===== config.mk =====
export PLATFORM = sky130hd
export DESIGN_NAME = traffic_light_sequencer
export DESIGN_NICKNAME = d
export VERILOG_FILES = /design/src/rtl/traffic_light_sequencer_pkg.sv /design/src/rtl/traffic_light_sequencer_tick.sv /design/src/rtl/traffic_light_sequencer.sv
export SDC_FILE = /design/constraint.sdc
export NUM_CORES = 1
export LEC_CHECK = 0
export BUFFER_PORTS_ARGS = -buffer_cell sky130_fd_sc_hd__buf_4
export CAP_MARGIN = 20
export CORE_MARGIN = 2
export CORE_UTILIZATION = 50
export CTS_CLUSTER_DIAMETER = 100
export CTS_CLUSTER_SIZE = 25
export DETAILED_ROUTE_END_ITERATION = 7
export GPL_TIMING_DRIVEN = 0
export PLACE_DENSITY = 0.72
export SETUP_SLACK_MARGIN = 0.02
export SYNTH_ARGS = -nofsm -noshare
export SYNTH_HDL_FRONTEND = slang
export SYNTH_SLANG_ARGS = --single-unit

===== constraint.sdc =====
create_clock -name dclk -period 3.6 [get_ports dclk]
set_input_delay 0.18 -clock dclk [delete_from_list [all_inputs] [get_ports dclk]]
set_output_delay 0.18 -clock dclk [all_outputs]
set_load 0.1 [all_outputs]

===== src/rtl/traffic_light_sequencer_pkg.sv =====
// rtl/traffic_light_sequencer_pkg.sv - shared states, direction indices and default timing
// for the traffic light sequencer.
package traffic_light_sequencer_pkg;

  typedef enum logic [1:0] {
    S_TO_NS    = 2'd0,
    S_NS_GREEN = 2'd1,
    S_TO_EW    = 2'd2,
    S_EW_GREEN = 2'd3
  } tls_state_e;

  localparam int DIR_N = 0;
  localparam int DIR_E = 1;
  localparam int DIR_S = 2;
  localparam int DIR_W = 3;

  localparam int DEF_MIN_GREEN   = 4;
  localparam int DEF_MAX_GREEN   = 12;
  localparam int DEF_CLEAR_TICKS = 2;

  // Lamp pattern, indexed by direction, that a state shows.
  function automatic logic [3:0] green_mask(input tls_state_e s);
    logic [3:0] m;
    m = '0;
    case (s)
      S_NS_GREEN: begin
        m[DIR_N] = 1'b1;
        m[DIR_S] = 1'b1;
      end
      S_EW_GREEN: begin
        m[DIR_E] = 1'b1;
        m[DIR_W] = 1'b1;
      end
      default: m = '0;
    endcase
    return m;
  endfunction

endpackage


===== src/rtl/traffic_light_sequencer_tick.sv =====
// rtl/traffic_light_sequencer_tick.sv - tick_edge_detect: samples the slow animation clock
// as data and emits a registered one-cycle pulse per rising edge.
module tick_edge_detect (
  input  logic dclk,
  input  logic clr,
  input  logic din,
  output logic tick
);

  logic din_q;
  logic din_qq;

  always_ff @(posedge dclk) begin
    if (clr) begin
      din_q  <= 1'b0;
      din_qq <= 1'b0;
      tick   <= 1'b0;
    end else begin
      din_q  <= din;
      din_qq <= din_q;
      tick   <= din_q & ~din_qq;
    end
  end

endmodule


===== src/rtl/traffic_light_sequencer.sv =====
// rtl/traffic_light_sequencer.sv - two-axis traffic light FSM with demand-driven early switch.
// Optional TLS_GAME_OVER_FREEZE_EN: game_over blanks all lamps and freezes the sequencer.
module traffic_light_sequencer
  import traffic_light_sequencer_pkg::*;
#(
  parameter int MIN_GREEN   = DEF_MIN_GREEN,
  parameter int MAX_GREEN   = DEF_MAX_GREEN,
  parameter int CLEAR_TICKS = DEF_CLEAR_TICKS
) (
  input  logic       dclk,
  input  logic       clr,
  input  logic       animateClk,
  input  logic [3:0] req,
  input  logic       game_over,
  output logic       traffic0_color,
  output logic       traffic1_color,
  output logic       traffic2_color,
  output logic       traffic3_color,
  output logic [1:0] phase
);

  localparam logic [7:0] MIN_LAST   = 8'(MIN_GREEN - 1);
  localparam logic [7:0] MAX_LAST   = 8'(MAX_GREEN - 1);
  localparam logic [7:0] CLEAR_LAST = 8'(CLEAR_TICKS - 1);

  logic       tick;
  tls_state_e state;
  logic [7:0] cnt;
  logic       pend_ns;
  logic       pend_ew;
  logic [3:0] color;
  logic       ns_req;
  logic       ew_req;
  logic       ns_done;
  logic       ew_done;
  logic       freeze;

  tick_edge_detect u_tick (
    .dclk (dclk),
    .clr  (clr),
    .din  (animateClk),
    .tick (tick)
  );

`ifdef TLS_GAME_OVER_FREEZE_EN
  assign freeze = game_over;
`else
  logic unused_game_over;
  assign unused_game_over = game_over;
  assign freeze           = 1'b0;
`endif

  assign ns_req  = req[DIR_N] | req[DIR_S];
  assign ew_req  = req[DIR_E] | req[DIR_W];
  // A green ends at its cap, or early once the minimum is served and the cross axis waits.
  assign ns_done = (cnt == MAX_LAST) || ((cnt >= MIN_LAST) && pend_ew);
  assign ew_done = (cnt == MAX_LAST) || ((cnt >= MIN_LAST) && pend_ns);

  always_ff @(posedge dclk) begin
    if (clr) begin
      state   <= S_TO_NS;
      cnt     <= 8'd0;
      pend_ns <= 1'b0;
      pend_ew <= 1'b0;
      color   <= 4'b0000;
    end else if (freeze) begin
      color <= 4'b0000;
    end else begin
      pend_ns <= pend_ns | ns_req;
      pend_ew <= pend_ew | ew_req;
      color   <= green_mask(state);
      if (tick) begin
        case (state)
          S_TO_NS: begin
            if (cnt == CLEAR_LAST) begin
              state   <= S_NS_GREEN;
              cnt     <= 8'd0;
              pend_ns <= 1'b0;
              color   <= green_mask(S_NS_GREEN);
            end else begin
              cnt <= cnt + 8'd1;
            end
          end
          S_NS_GREEN: begin
            if (ns_done) begin
              state <= S_TO_EW;
              cnt   <= 8'd0;
              color <= 4'b0000;
            end else begin
              cnt <= cnt + 8'd1;
            end
          end
          S_TO_EW: begin
            if (cnt == CLEAR_LAST) begin
              state   <= S_EW_GREEN;
              cnt     <= 8'd0;
              pend_ew <= 1'b0;
              color   <= green_mask(S_EW_GREEN);
            end else begin
              cnt <= cnt + 8'd1;
            end
          end
          S_EW_GREEN: begin
            if (ew_done) begin
              state <= S_TO_NS;
              cnt   <= 8'd0;
              color <= 4'b0000;
            end else begin
              cnt <= cnt + 8'd1;
            end
          end
          default: begin
            state <= S_TO_NS;
            cnt   <= 8'd0;
            color <= 4'b0000;
          end
        endcase
      end
    end
  end

  assign phase          = state;
  assign traffic0_color = color[DIR_N];
  assign traffic1_color = color[DIR_E];
  assign traffic2_color = color[DIR_S];
  assign traffic3_color = color[DIR_W];

endmodule


==> results of run 1 <==
## power breakdown
group	internal (mW)	switching [mW]	leakage [nW]
clock	0.0415	0.0635	0.0177
combinational	0.0115	0.0137	0.255
sequential	0.193	0.00350	0.138
total	0.246	0.0807	0.411
## per-layer routing
layer  global-route usage (%)  up-vias
li1                         -      361
met1                    21.48      308
met2                    26.67        9
met3                    3.529        4
met4                    13.14        0
met5                        0        -
## critical path, stage by stage (launching register included)
cell and delay [ns]:
dfxtp_1 0.32, clkbuf_1 0.35, or4bb_1 0.48, o2bb2ai_1 0.26
o311ai_4 0.18, a2111o_1 0.42, o31ai_1 0.07
## worst max path at each step
stage                           start                    end  slack (ns)  cells after the start
2_1_floorplan   phase[0]$_SDFFE_PP0P_  phase[0]$_SDFFE_PP0P_        1.16                      7
3_3_place_gp   u_tick.tick$_SDFF_PP0_  phase[0]$_SDFFE_PP0P_        1.50                      6
3_5_place_dp   u_tick.tick$_SDFF_PP0_  phase[0]$_SDFFE_PP0P_        1.50                      6
4_1_cts        u_tick.tick$_SDFF_PP0_  phase[0]$_SDFFE_PP0P_        1.47                      6
5_1_grt        u_tick.tick$_SDFF_PP0_  phase[1]$_SDFFE_PP0P_        1.32                      6
6_report       u_tick.tick$_SDFF_PP0_  phase[0]$_SDFFE_PP0P_        1.43                      6
## layout make-up
type                       count  area [um2]
buffer                         5       27.53
multi-input combinational     69       505.5
inverter                       5       18.77
clock inverter                 1       5.005
clock buffer                   3       22.52
timing repair buffer          11       82.58
sequential                    17       340.3
tap                           25       31.28
fill                         152       674.4
## state kept, by name, indices dropped and copies added, names as in the netlist
| register | cells |
|---|---|
| u_tick.tick | 1 |
| u_tick.din_q | 1 |
| pend_ew | 1 |
| color | 2 |
| u_tick.din_qq | 1 |
| phase | 2 |
| pend_ns | 1 |
| cnt | 8 |
## cells by family after synthesis
| group | count (synthesis) | synth area share (%) |
|---|---|---|
| simple gates | 36 | 19.07 |
| compound gates | 19 | 21.18 |
| flops | 17 | 38.15 |
| buf+inv | 10 | 5.189 |
| xor+xnor | 7 | 6.873 |
| fa+ha+maj | 6 | 8.415 |
| mux | 1 | 1.122 |
## metrics by stage
step	utilization, %	setup WS [ns]
global placement	58.90	1.497
CTS	60.51	1.466
floorplan	-	1.162
global route	60.51	1.316
detailed placement	58.90	1.501
finish	60.51	1.431
## layout by cell type, fill, tap and decap left out, types with 2 or more instances in the layout
| cell | n |
|---|---|
| inv_1 | 5 |
| clkbuf_4 | 3 |
| xnor2_1 | 4 |
| clkbuf_1 | 2 |
| xor2_1 | 3 |
| nand2_1 | 8 |
| buf_4 | 13 |
| o31ai_1 | 2 |
| nor2b_1 | 4 |
| nand2b_1 | 2 |
| nand3_1 | 2 |
| dfxtp_1 | 17 |
| ha_1 | 6 |
| nor2_1 | 15 |
==> impl_metrics.tcl, run 1 <==
set metrics [dict create \
    outcome "finished clean" \
    syn_inst 96 \
    drive_gt1_share_pct 20.72 \
    worst_slew_pin_slew_ns 0.4375 \
    min_to "u_tick.din_q$_SDFF_PP0_" \
    crit-reg2reg-capture "phase[0]$_SDFFE_PP0P_" \
    cts_hold_buf 0 \
    ir_drop_mv 0.2710 \
    gp_congestion 0.7629 \
    synthArstFlopShare_pct 0 \
    grt_max_degree 11 \
    fin_cells 136 \
    hold_slack_ns 0.09475 \
    finalNetCount 126 \
    ant_nets 0 \
    post_cts_resized 0 \
    clk_pin_slew_ns 0.11 \
    hold_violations 0 \
    path_max_fanout 10 \
    antenna_found_initial 0 \
    ys_seq_elements 17 \
    synth-edff-count 0 \
    holdPathStages 2 \
    num_vias 682 \
    avgViaCountPerCell 5.015 \
    post-place-cells 132 \
    skew_ns 0.01130 \
    routedLengthMet1_um 730 \
    met2_length_um 727 \
    die_area_mm2 0.002138 \
    first_pass_iters 4 \
    p_per_area_mw_per_mm2 315.6 \
    io_buffer_count 11 \
    maxSlewHeadroom_pct 70.84 \
    timing.final.crit_share_pct 60.24 \
    grt.total_usage_pct 17.52 \
    post_dp_cell_area_mm2 0.001006 \
    leakagePower_nw 0.4109 \
    core_mm2 0.001708 \
    top_layer "met4" \
    final_area_mm2 0.001033 \
    power.total_mw 0.3262 \
    yosysTopAreaCellShare_pct 38.15 \
    synth.most_common_cell "dfxtp_1" \
    die_x_um 46.24 \
    min_path_type "in -> reg" \
    max_cap_viol_count 0 \
    cts_tree "built" \
    grt_setup_unrepaired "no" \
    end_kind "register" \
    hpwlAfterDp_um 1183 \
    diodes 0 \
    finalCriticalPeriod_ns 2.169 \
    drc 0 \
    htreeDepth 1 \
    worstHoldStart "animateClk" \
    syn-cell-area_um2 892.1 \
    avgSynthCellArea_um2 9.293 \
    drv_slew 0 \
    cts.sinks 17 \
    cts_root_buf "clkbuf_4" \
    clk_path_buf_depth 2 \
    area_growth_pct 15.85 \
    start_util_pct 52.23 \
    wl_met3_um 41 \
    critPathLaunchType "register" \
    wl_per_cell_um 11.33 \
    yosys-top-cells-area "dfxtp_1, ha_1, nor2_1, xnor2_1, nand2_1" \
    ys.flop_type "dfxtp_1" \
    worstPathArrival_ns 2.38 \
    synth_top_area_cell "dfxtp_1" \
    worstReg2RegStart "u_tick.tick$_SDFF_PP0_" \
    drt_iter0_drc 1 \
    cp.required_ns 3.81 \
    grt.overflow.total 0 \
    die_y_um 46.24 \
    routed_wl_um 1541 \
    cts_buffers 3 \
    num_rows 15 \
    synth_fp_nets 110 \
    worst-setup-path-type "reg -> reg" \
    synth_warnings 0 \
    rrSetupSlack_ns 1.43 \
    seq_area_frac_synth_pct 38.15 \
    finalSetupViolations 0 \
    grt_pass1_wl_um 2566 \
    synth_common_cells "dfxtp_1, nor2_1, nand2_1" \
    io-pin-count 14 \
    tns_ns 0 \
    synth.distinct_cells 37 \
    clock.fmax_ghz 0.4611 \
    first_global_vias 606 \
    worst_r2r_path_depth 6 \
    clock_latency_ns 0.30 \
    post_cts_buffers 0 \
]
Power figures use the tool's default switching activity.
==> inputs of run 2 (changes only) <==
Settings changed: ABC_AREA set to 1, CORE_UTILIZATION 50 to 49, PLACE_DENSITY 0.72 to 0.73.
Clock period 3.6 ns to 1.9 ns, I/O delays scaled along.
==> run 2 against run 1 <==
Area after synthesis increased by 7.9%. Register-to-register slack got worse by 1.2 ns. Global-route usage decreased by 0.54 points.
==> impl_metrics.tcl, run 2 <==
set metrics [dict create \
    rrSetupSlack_ns 0.28 \
    outcome "finished clean" \
    leakagePower_nw 0.5535 \
    drt_iter0_drc 8 \
    cts_tree "built" \
    htreeDepth 1 \
    largest_reg_flops 8 \
    grt.total_usage_pct 16.98 \
    worst-setup-path-type "reg -> reg" \
    synth_top_area_cell "dfxtp_1" \
    synth-edff-count 0 \
    finalCoreUtilization_pct 59.21 \
    top_register "cnt" \
    ant_nets 0 \
    layout_common_cells "nor2_1, inv_1, nand2_1" \
    hpwlAfterDp_um 1404 \
    first_global_vias 781 \
    synthArstFlopShare_pct 0 \
    drc 0 \
    core_mm2 0.001902 \
    critPathLaunchType "register" \
    yosysTopAreaCellShare_pct 35.37 \
    dp_slack_ns 0.3220 \
    ys.flop_type "dfxtp_1" \
    worst_slew_pin_slew_ns 0.4559 \
    syn-cell-area_um2 962.2 \
    maxSlewHeadroom_pct 69.61 \
    clk_path_buf_depth 2 \
    grt_max_degree 11 \
    die_area_mm2 0.002334 \
    timing.final.crit_share_pct 85.34 \
    seq_area_frac_synth_pct 35.37 \
    start_util_pct 50.59 \
    cpMostUsedCell "nor2_1" \
    cp.required_ns 2.09 \
    finalCriticalPeriod_ns 1.622 \
    power.total_mw 0.6289 \
    fin_ws_ns 0.2785 \
    io-pin-count 14 \
    die_x_um 48.31 \
    die_y_um 48.31 \
    avgSynthCellArea_um2 6.824 \
    p_per_area_mw_per_mm2 558.5 \
    max_cap_viol_count 0 \
    synth.most_common_cell "nor2_1" \
    synth_fp_nets 155 \
    finalSetupViolations 0 \
    synth.distinct_cells 24 \
    cts_buffers 3 \
    yosys-top-cells-area "dfxtp_1, nor2_1, inv_1, nand2_1, ha_1" \
    tns_ns 0 \
    num_vias 870 \
    crit_family "simple AND/OR/NAND/NOR gates" \
    grt_pass1_wl_um 3125 \
    wl_per_cell_um 9.768 \
    max_stage_delay_ns 0.46 \
    final_common_cell "nor2_1" \
    first_pass_iters 4 \
    fillers 184 \
    area_growth_pct 17.04 \
    fin_cells 185 \
    ir_drop_mv 0.4270 \
    final_area_mm2 0.001126 \
    synth_common_cells "nor2_1, inv_1, nand2_1" \
    ys_seq_elements 17 \
    clock.fmax_ghz 0.6167 \
    syn_inst 141 \
    antenna_found_initial 0 \
    path_cells "ha_1 > inv_1 > nand2_1 > nor2_1 > nor2_1 > nor2_1 > nor2_1 > nand2_1 > nand3_1 > nor2_1" \
    hold_violations 0 \
    end_kind "register" \
    avgViaCountPerCell 4.703 \
    grt.overflow.total 0 \
    cts_hold_buf 0 \
    num_rows 16 \
    diodes 0 \
    clock_latency_ns 0.28 \
    finalNetCount 173 \
    drv_slew 0 \
    io_buffer_count 12 \
    cpMaxStageDelayCell "dfxtp_1" \
    hold_slack_ns 0.06040 \
    post_cts_buffers 0 \
    post_dp_cell_area_mm2 0.001089 \
    crit_buf_inv 1 \
    drive_gt1_share_pct 17.09 \
    min_path_type "in -> reg" \
    gp_congestion 0.8435 \
    worstPathArrival_ns 1.81 \
    skew_ns 0.004086 \
    post-place-cells 180 \
    post_cts_resized 0 \
    synth_warnings 0 \
    cts_root_buf "clkbuf_4" \
    cts.sinks 17 \
    grt_setup_unrepaired "no" \
    clk_pin_slew_ns 0.10 \
    path_max_fanout 4 \
    routed_wl_um 1807 \
]
run 2: worst paths after layout:
kind,from,end,depth (start not counted)
min reg2reg,u_tick.din_qq$_SDFF_PP0_,u_tick.tick$_SDFF_PP0_,1
max reg2reg,cnt[0]$_SDFFE_PP0P_,cnt[0]$_SDFFE_PP0P_,10
max,cnt[0]$_SDFFE_PP0P_,cnt[0]$_SDFFE_PP0P_,10
min,clr,cnt[4]$_SDFFE_PP0P_,4
run 2: cells by family after synthesis:
logic type	share of synthesized area [%]
AND/OR/NAND/NOR	34.07
buffers and inverters	13.26
flip-flops	35.37
AO/OA/AOI/OAI	7.673
adder cells (fa/ha/maj)	7.802
XOR/XNOR	1.821
run 2: power by group:
| group | internal, mW | switching (mW) | total [mW] | leakage [nW] |
|---|---|---|---|---|
| sequential | 0.365 | 0.00564 | 0.370 | 0.139 |
| clock | 0.0781 | 0.113 | 0.192 | 0.0177 |
| combinational | 0.0265 | 0.0405 | 0.0670 | 0.396 |
| total | 0.469 | 0.160 | 0.629 | 0.554 |
run 2: per-layer routing:
layer / up-vias / part of all wire, % / GRT usage [%]
met1: 387 / 46 / 19.57
met5: - / 0 / 0
met4: 0 / 1.4 / 6.667
met3: 4 / 3.2 / 4.321
met2: 12 / 50 / 30.09
li1: 467 / - / -
run 2: worst min-delay path: stages:
cell and delay (ns):
buf_4 0.09, nor3b_1 0.04, nand2_1 0.05, inv_1 0.03
run 2: cell type report:
class | instances | area, um2 | area share, %
sequential | 17 | 342.8 | 30.44
tap | 27 | 33.78 | 3.000
buffer | 4 | 30.03 | 2.667
clock buffer | 3 | 22.52 | 2.000
timing repair buffer | 13 | 100.1 | 8.889
clock inverter | 1 | 5.005 | 0.4444
multi-input combinational | 94 | 494.2 | 43.89
inverter | 26 | 97.59 | 8.667
